<file path="src/rtl/sfq_pkg.sv">
// rtl/sfq_pkg.sv - shared constants and types for the SFQ gate output path
package sfq_pkg;

   localparam int DESER_WORD_W_DEFAULT = 8;

   typedef logic [DESER_WORD_W_DEFAULT-1:0] deser_word_t;

endpackage

</file>
<file path="src/rtl/sfq_pulse_deserializer_fifo.sv">
// rtl/sfq_pulse_deserializer_fifo.sv - small synchronous word FIFO (sfq_word_fifo)
module sfq_word_fifo #(
   parameter int DEPTH  = 4,
   parameter int WORD_W = 8,
   parameter int PTR_W  = $clog2(DEPTH),
   parameter int CNT_W  = $clog2(DEPTH) + 1
) (
   input  logic              clk,
   input  logic              rst,
   input  logic              i_wr_en,
   input  logic [WORD_W-1:0] i_wr_data,
   input  logic              i_rd_en,
   output logic [WORD_W-1:0] o_rd_data,
   output logic              o_full,
   output logic [CNT_W-1:0]  o_count
);

   logic [WORD_W-1:0] r_mem [DEPTH];
   logic [PTR_W-1:0]  r_wr_ptr;
   logic [PTR_W-1:0]  r_rd_ptr;
   logic [CNT_W-1:0]  r_count;
   logic              w_rd_ok;
   logic              w_wr_ok;

   assign o_full    = (r_count == CNT_W'(DEPTH));
   assign o_count   = r_count;
   assign o_rd_data = r_mem[r_rd_ptr];

   // A write into a full FIFO is still accepted when the head leaves in the same cycle.
   assign w_rd_ok = i_rd_en && (r_count != '0);
   assign w_wr_ok = i_wr_en && (!o_full || w_rd_ok);

   always_ff @(posedge clk or posedge rst) begin
      if (rst) begin
         for (int i = 0; i < DEPTH; i++) r_mem[i] <= '0;
         r_wr_ptr <= '0;
         r_rd_ptr <= '0;
         r_count  <= '0;
      end else begin
         if (w_wr_ok) begin
            r_mem[r_wr_ptr] <= i_wr_data;
            r_wr_ptr        <= r_wr_ptr + PTR_W'(1);
         end
         if (w_rd_ok) r_rd_ptr <= r_rd_ptr + PTR_W'(1);
         case ({w_wr_ok, w_rd_ok})
            2'b10:   r_count <= r_count + CNT_W'(1);
            2'b01:   r_count <= r_count - CNT_W'(1);
            default: r_count <= r_count;
         endcase
      end
   end

endmodule

</file>
<file path="src/rtl/sfq_pulse_deserializer.sv">
// rtl/sfq_pulse_deserializer.sv - packs sampled SFQ gate pulses into buffered words
module sfq_pulse_deserializer
   import sfq_pkg::*;
#(
   parameter int WORD_W = DESER_WORD_W_DEFAULT,
   parameter int DEPTH  = 4,
   parameter int CNT_W  = 16
) (
   input  logic              clk,
   input  logic              rst,
   input  logic              sample_en,
   input  logic              pulse_in,
   output logic              pulse_clr,
   input  logic              flush,
   output logic [WORD_W-1:0] word_data,
   output logic              word_valid,
   input  logic              word_ready,
   output logic [CNT_W-1:0]  pulse_cnt,
   output logic [CNT_W-1:0]  drop_cnt,
   output logic              overflow
);

   localparam int IDX_W  = $clog2(WORD_W);
   localparam int FCNT_W = $clog2(DEPTH) + 1;

   logic [WORD_W-1:0] r_shift;
   logic [IDX_W-1:0]  r_idx;
   logic              r_pulse_clr;
   logic [CNT_W-1:0]  r_pulse_cnt;
   logic [CNT_W-1:0]  r_drop_cnt;
   logic              r_overflow;

   logic [WORD_W-1:0] w_cur;
   logic              w_complete;
   logic              w_flush_push;
   logic              w_push;
   logic              w_pop;
   logic              w_full;
   logic              w_drop;
   logic [FCNT_W-1:0] w_count;

   always_comb begin
      w_cur = r_shift;
      if (sample_en) w_cur[r_idx] = pulse_in;
   end

   // A flush coinciding with a natural completion adds nothing beyond the completed word.
   assign w_complete   = sample_en && (r_idx == IDX_W'(WORD_W - 1));
   assign w_flush_push = flush && !w_complete && (sample_en || (r_idx != '0));
   assign w_push       = w_complete || w_flush_push;
   assign w_pop        = word_valid && word_ready;
   assign w_drop       = w_push && w_full && !w_pop;

   sfq_word_fifo #(
      .DEPTH  (DEPTH),
      .WORD_W (WORD_W)
   ) u_fifo (
      .clk       (clk),
      .rst       (rst),
      .i_wr_en   (w_push),
      .i_wr_data (w_cur),
      .i_rd_en   (w_pop),
      .o_rd_data (word_data),
      .o_full    (w_full),
      .o_count   (w_count)
   );

   assign word_valid = (w_count != '0);
   assign pulse_clr  = r_pulse_clr;
   assign pulse_cnt  = r_pulse_cnt;
   assign drop_cnt   = r_drop_cnt;
   assign overflow   = r_overflow;

   always_ff @(posedge clk or posedge rst) begin
      if (rst) begin
         r_shift     <= '0;
         r_idx       <= '0;
         r_pulse_clr <= 1'b0;
         r_pulse_cnt <= '0;
         r_drop_cnt  <= '0;
         r_overflow  <= 1'b0;
      end else begin
         if (w_push) begin
            r_shift <= '0;
            r_idx   <= '0;
         end else if (sample_en) begin
            r_shift <= w_cur;
            r_idx   <= r_idx + IDX_W'(1);
         end
         r_pulse_clr <= sample_en && pulse_in;
         if (sample_en && pulse_in && (r_pulse_cnt != '1))
            r_pulse_cnt <= r_pulse_cnt + CNT_W'(1);
         if (w_drop) begin
            r_overflow <= 1'b1;
            if (r_drop_cnt != '1) r_drop_cnt <= r_drop_cnt + CNT_W'(1);
         end
      end
   end

endmodule

</file>
<file path="config.mk">
export PLATFORM = sky130hd
export DESIGN_NAME = sfq_pulse_deserializer
export DESIGN_NICKNAME = d
export VERILOG_FILES = /design/src/rtl/sfq_pkg.sv /design/src/rtl/sfq_pulse_deserializer_fifo.sv /design/src/rtl/sfq_pulse_deserializer.sv
export SDC_FILE = /design/constraint.sdc
export NUM_CORES = 1
export LEC_CHECK = 0
export ABC_CLOCK_PERIOD_IN_PS = 2670
export CORE_MARGIN = 2
export CORE_UTILIZATION = 45
export CTS_CLUSTER_DIAMETER = 30
export DETAILED_ROUTE_END_ITERATION = 12
export GPL_TIMING_DRIVEN = 0
export PLACE_DENSITY = 0.69
export SLEW_MARGIN = 25
export SYNTH_ARGS = -nofsm -noshare
export SYNTH_HDL_FRONTEND = slang
export SYNTH_HIERARCHICAL = 1
export SYNTH_SLANG_ARGS = --single-unit
export TNS_END_PERCENT = 1
</file>
<file path="constraint.sdc">
create_clock -name clk -period 2.67 [get_ports clk]
set_input_delay 0.267 -clock clk [delete_from_list [all_inputs] [get_ports clk]]
set_output_delay 0.267 -clock clk [all_outputs]
set_load 0.005 [all_outputs]
</file>
# --- After elaboration in Yosys (flattened, before gate mapping) ---
# Cells that the tools add are included.
totals:
  reg_bits: 84
  input_bits: 6
  elab_cells: 71
classes:
  add_sub_neg: 7
  order_cmp: 5
  n_eq_ne: 6
  n_mux: 15
  bitwise: 2
  reduce_logical: 23
op_table:
  columns: ["operator", "n"]
  rows:
  - ["$mux 8", 6]
  - ["$add 16x1->16 const B", 2]
  - ["$bwmux 32", 1]
  - ["$ne 16x16->1 const B", 2]
  - ["$bmux 8 s2", 1]
  - ["$demux 8 s2", 1]
  - ["$logic_and 1x1->1", 12]
  - ["$bwmux 8", 1]
  - ["$add 3x1->3 const B", 2]
  - ["$eq 3x3->1 const B", 2]
  - ["$ge 3x3->1 const B", 2]
  - ["$mux 3", 2]
  - ["$not 2->3", 2]
  - ["$pmux 3 s2", 1]
  - ["$reduce_bool 3->1", 2]
  - ["$add 2x1->2 const B", 2]
  - ["$lt 3x4->1 const B", 1]
  - ["$reduce_bool 2->1", 2]
  - ["$demux 1 s3", 1]
  - ["$ge 3x1->1 const B", 1]
  - ["$logic_not 1->1", 3]
  - ["$logic_or 1x1->1", 3]
  - ["$lt 3x1->1 const B", 1]
  - ["$sub 3x1->3 const B", 1]
  - ["other kinds (4)", 4]

# --- Depth between registers and ports, before layout ---
logic_depth:
  word_depth: 9
  depth_mapped: 11
  depth_no_buf: 11

# --- Modules after synthesis ---
# The synthesis kept the hierarchy.
modules_own_cells:
  columns: ["module", "instances", "cells_per_inst", "area_per_inst_um2"]
  rows:
  - ["sfq_pulse_deserializer", 1, 200, 2254.7]
  - ["sfq_word_fifo", 1, 115, 1800.5]

# --- Least setup slack after synthesis ---
# OpenSTA, ideal clock, no wires.
synth_timing:
  path_kind: "register to register"
  start: "register r_idx[0]"
  end: "register u_fifo.r_count[2], in the netlist u_fifo/o_count[2]"
  setup_time_ns: 0.079
  t_arrival_ns: 2.450
  t_required_ns: 2.591
  setup_slack_ns: 0.141
  stages_incl_launch_ff: 12
  n_path_buf: 0
  path_cell_list: "dfrtp_1 inv_1 ha_1 nor3b_1 nor2_1 or2b_2 ha_1 inv_1 fa_1 xor2_1 nor2_1 xor2_1"
synth_between:
  elab_chain_cells: 9
  elab_cells_between_ends: 13
  cone_classes: "3 x eq/ne; 1 x mux; 9 x reduce/logical"
synth_rtl:
  columns: ["element", "line_no", "text"]
  rows:
  - ["from (decl)", "sfq_pulse_deserializer.sv:27", "logic [IDX_W-1:0] r_idx;"]
  - ["from (signal assigned)", "sfq_pulse_deserializer.sv:88", "r_idx <= r_idx + IDX_W'(1);"]
  - ["$eq 3x3->1", "sfq_pulse_deserializer.sv:48", "assign w_complete = sample_en && (r_idx == IDX_W'(WORD_W - 1));"]
  - ["$logic_and 1x1->1", "sfq_pulse_deserializer.sv:48", null]
  - ["$logic_not 1->1", "sfq_pulse_deserializer.sv:49", "assign w_flush_push = flush && !w_complete && (sample_en || (r_idx != '0));"]
  - ["$logic_and 1x1->1 (2 in series)", "sfq_pulse_deserializer.sv:49", null]
  - ["$logic_or 1x1->1 *", "sfq_pulse_deserializer.sv:50", "assign w_push = w_complete || w_flush_push;"]
  - ["via w_push", "sfq_pulse_deserializer.sv:36", "logic w_push;"]
  - ["$logic_and 1x1->1 *", "sfq_pulse_deserializer_fifo.sv:31", "assign w_wr_ok = i_wr_en && (!o_full || w_rd_ok);"]
  - ["$eq 2x1->1 / $eq 2x2->1 (equally long branches)", "sfq_pulse_deserializer_fifo.sv:45", "case ({w_wr_ok, w_rd_ok})"]
  - ["$pmux 3 s2 / $reduce_bool 2->1 (equally long branches)", null, null]
  - ["to (signal assigned)", "sfq_pulse_deserializer_fifo.sv:46", "2'b10: r_count <= r_count + CNT_W'(1);"]
  - ["to (signal assigned)", "sfq_pulse_deserializer_fifo.sv:47", "2'b01: r_count <= r_count - CNT_W'(1);"]
  - ["to (signal assigned)", "sfq_pulse_deserializer_fifo.sv:48", "default: r_count <= r_count;"]
  - ["to (decl)", "sfq_pulse_deserializer_fifo.sv:21", "logic [CNT_W-1:0] r_count;"]
# The timed path passes the listed nets; every way through them passes the cells marked *.
# A chain may end at the register's enable or synchronous reset.

# --- Worst setup path after layout ---
# Ends and elaborated chain as after synthesis.

==> results.json <==
{
  "status": "finished, final reports clean",
  "hp-class": "in2async",
  "crit_path_max_fanout": 9,
  "place.gp.congestion": 0.800,
  "syn_nets": 332,
  "drt_iter0_drc": 147,
  "root_buffer": "clkbuf_8",
  "grt_pass1_vias": 2716,
  "ys_types": 45,
  "path_clk_slew_ns": 0.09,
  "start_kind": "flop",
  "end_kind": "flop",
  "dr_wl_met2_um": 3840,
  "report.power.total_mw": 3.98,
  "fin_crit_ns": 2.56,
  "synth-seq-area-share_pct": 51.8,
  "dp_hpwl_um": 5390,
  "start_util_pct": 46.5,
  "placed_cell_area_um2": 4710,
  "p_leak_nw": 2.22,
  "grt_overflow": 0,
  "hold_viol": 0,
  "track_usage_pct": 17.0,
  "finClkSkew_ns": 0.0101,
  "cts_sinks": 84,
  "die_y_um": 98.9,
  "viasPerCell": 5.46,
  "fin_crit_sh_pct": 95.7,
  "synth_edf_count": 0,
  "wl_met3_um": 233,
  "antenna_found_initial": 0,
  "firstDrtPassIters": 4,
  "die_w_um": 98.9,
  "max_slew_margin_pct": 55.3,
  "io_pins": 49,
  "slew_violations": 0,
  "setup_viol": 0,
  "nNetsFinal": 396,
  "fmax_mhz": 391,
  "die_area_um2": 9790,
  "synth-seq-cells": 84,
  "r2r_setup_slack_ns": 0.11,
  "grt_max_degree": 34,
  "synth_area_um2": 4060,
  "arrival_ns": 2.82,
  "syn_inst": 315,
  "drv_cap": 0,
  "cts.htree.levels": 3,
  "syn2layout_area_growth_pct": 23.5,
  "rows": 34,
  "cts_made_buffers": 9,
  "wl_per_cell_um": 15.9,
  "cts-hold-fix-buffers": 0,
  "insertion_delay_ns": 0.35,
  "fin_area_um2": 5010,
  "fillCellCount": 719,
  "clockBufferDepth": 2,
  "final_antenna_net_count": 0,
  "worstSetupPathType": "reg2reg",
  "synth_warnings": 6,
  "wirelength_um": 7800,
  "grt_pass1_wl_um": 13300,
  "drc": 0,
  "reg2reg_depth": 11,
  "topRoutingLayerUsed": "met4",
  "async_reset_ff_share_pct": 100,
  "crit_required_ns": 2.94,
  "cts_tree": "built",
  "layout-drive-gt1-share_pct": 24.5,
  "power_density_nw_per_um2": 795,
  "n_antenna_cell": 0,
  "vias": 2688,
  "drt-met1-wl_um": 3620,
  "ys.flop_type": "dfrtp_1",
  "vdd_drop_max_uv": 414,
  "tightest_slew_ns": 0.670,
  "design.core.area_um2": 8720,
  "syn_avg_cell_area_um2": 12.9,
  "portBuffers": 48
}
==> layout by cell type, fill, tap and decap left out, types with 2 or more instances in the layout <==
cell              n
nor2_2            5
nand4_1          15
dfrtp_1          82
mux2_4            3
mux2_2           38
dfrtp_2           2
inv_2             2
nor3_1            5
nand2b_1          3
mux2i_1           2
nand3_1          14
and3_1            5
clkdlybuf4s50_1  48
buf_4             3
buf_12            2
ha_1             10
nor2_1           12
or3_1             3
xor2_1            8
a32o_1            8
inv_1             9
clkbuf_8         10
nand2_1          18
mux2_1            2
nor4b_4           2
and2_1            4
a21oi_1           2
and4_1            3
clkbuf_1          2
bufinv_16         3
mux4_2            8
xnor2_1          27
==> what timing repair did <==
| action | in CTS | in global routing |
|---|---|---|
| setup endpoints to repair | 2 | 2 |
| pin swaps | 0 | 2 |
| buffers inserted | 0 | 3 |
| gates resized for setup | 5 | 2 |
==> synth_stat cells, types with 2 or more instances <==
| library cell | n | area share [%] |
|---|---|---|
| nand3_1 | 14 | 1.7 |
| inv_1 | 11 | 1.0 |
| mux2_1 | 2 | 0.56 |
| mux2_2 | 38 | 11 |
| a21oi_1 | 3 | 0.37 |
| mux2_4 | 3 | 1.1 |
| and3_1 | 5 | 0.77 |
| or3_1 | 3 | 0.46 |
| nor4b_4 | 2 | 1.2 |
| and2_1 | 4 | 0.62 |
| nor2_2 | 4 | 0.62 |
| nand2_1 | 18 | 1.7 |
| nor2_1 | 13 | 1.2 |
| nand4_1 | 15 | 2.3 |
| nand2b_1 | 3 | 0.46 |
| xnor2_1 | 27 | 5.8 |
| dfrtp_1 | 84 | 52 |
| nor3_1 | 5 | 0.62 |
| ha_1 | 10 | 3.1 |
| xor2_1 | 8 | 1.7 |
| and4_1 | 3 | 0.65 |
| mux2i_1 | 2 | 0.49 |
| clkbuf_1 | 2 | 0.19 |
| a32o_1 | 8 | 2.0 |
| mux4_2 | 8 | 4.4 |
==> metrics by stage <==
stage / setup TNS [ns] / instances / setup slack [ns] / utilization, % / hold WS (ns)
after floorplan: 0 / 315 / 0.141 / - / 0.330
after global placement: -0.456 / 471 / -0.329 / 53.6 / 0.454
after CTS: 0 / 489 / 0.00392 / 57.1 / 0.182
final: 0 / 492 / 0.114 / 57.4 / 0.181
after global routing: -0.0141 / 492 / -0.0141 / 57.4 / 0.204
after detailed placement: -0.467 / 473 / -0.332 / 54.0 / 0.463
==> critical path, cell delays in order (launching register included) <==
cell	delay [ns]
dfrtp_2	0.47
ha_1	0.22
ha_1	0.23
a21oi_4	0.18
nor2_2	0.09
or2b_2	0.22
ha_1	0.19
inv_1	0.06
fa_1	0.38
xor2_1	0.15
nor2_1	0.12
xor2_1	0.16
==> final cells by class <==
| type | count | area, um^2 | area share, % |
|---|---|---|---|
| buffer | 6 | 42.5 | 0.849 |
| inverter | 11 | 41.3 | 0.824 |
| sequential | 84 | 2100 | 42.0 |
| tap | 108 | 135 | 2.70 |
| timing repair buffer | 53 | 543 | 10.8 |
| clock buffer | 10 | 138 | 2.75 |
| multi-input combinational | 214 | 1890 | 37.8 |
| clock inverter | 6 | 111 | 2.22 |
==> cells by family after synthesis <==
kind of cell	share of synthesized area, %
flops	51.8
simple gates	13.8
fa+ha+maj	3.58
buf+inv	2.07
xor+xnor	7.56
mux	17.2
compound gates	4.01
==> metal layers <==
metal | vias up | track usage (%)
li1 | 1270 | -
met1 | 1368 | 23.5
met2 | 40 | 27.0
met3 | 10 | 3.55
met4 | 0 | 5.37
met5 | - | 0
==> report_power, final <==
part           switching (mW)  total, mW  internal (mW)
registers               0.214       1.71           1.50
clock network           0.465       1.11          0.647
logic                   0.514       1.16          0.645
==> worst paths after layout <==
kind	start	endpoint
setup reg to reg	r_idx[0]	u_fifo/o_count[2]
setup / recovery	r_idx[0]	u_fifo/o_count[2]
min in group clk	overflow	overflow
max in group asynchronous	rst	r_idx[0]
hold / removal	rst	u_fifo/o_count[1]
hold reg to reg	overflow	overflow
==> sequential cells by signal (all words and copies together), names as in the netlist, 2 cells and up <==
signal,flops
drop_cnt,16
pulse_cnt,16
r_idx,3
r_shift,8
u_fifo/o_count,3
u_fifo/r_mem,32
u_fifo/r_rd_ptr,2
u_fifo/r_wr_ptr,2
Power figures use the tool's default switching activity.
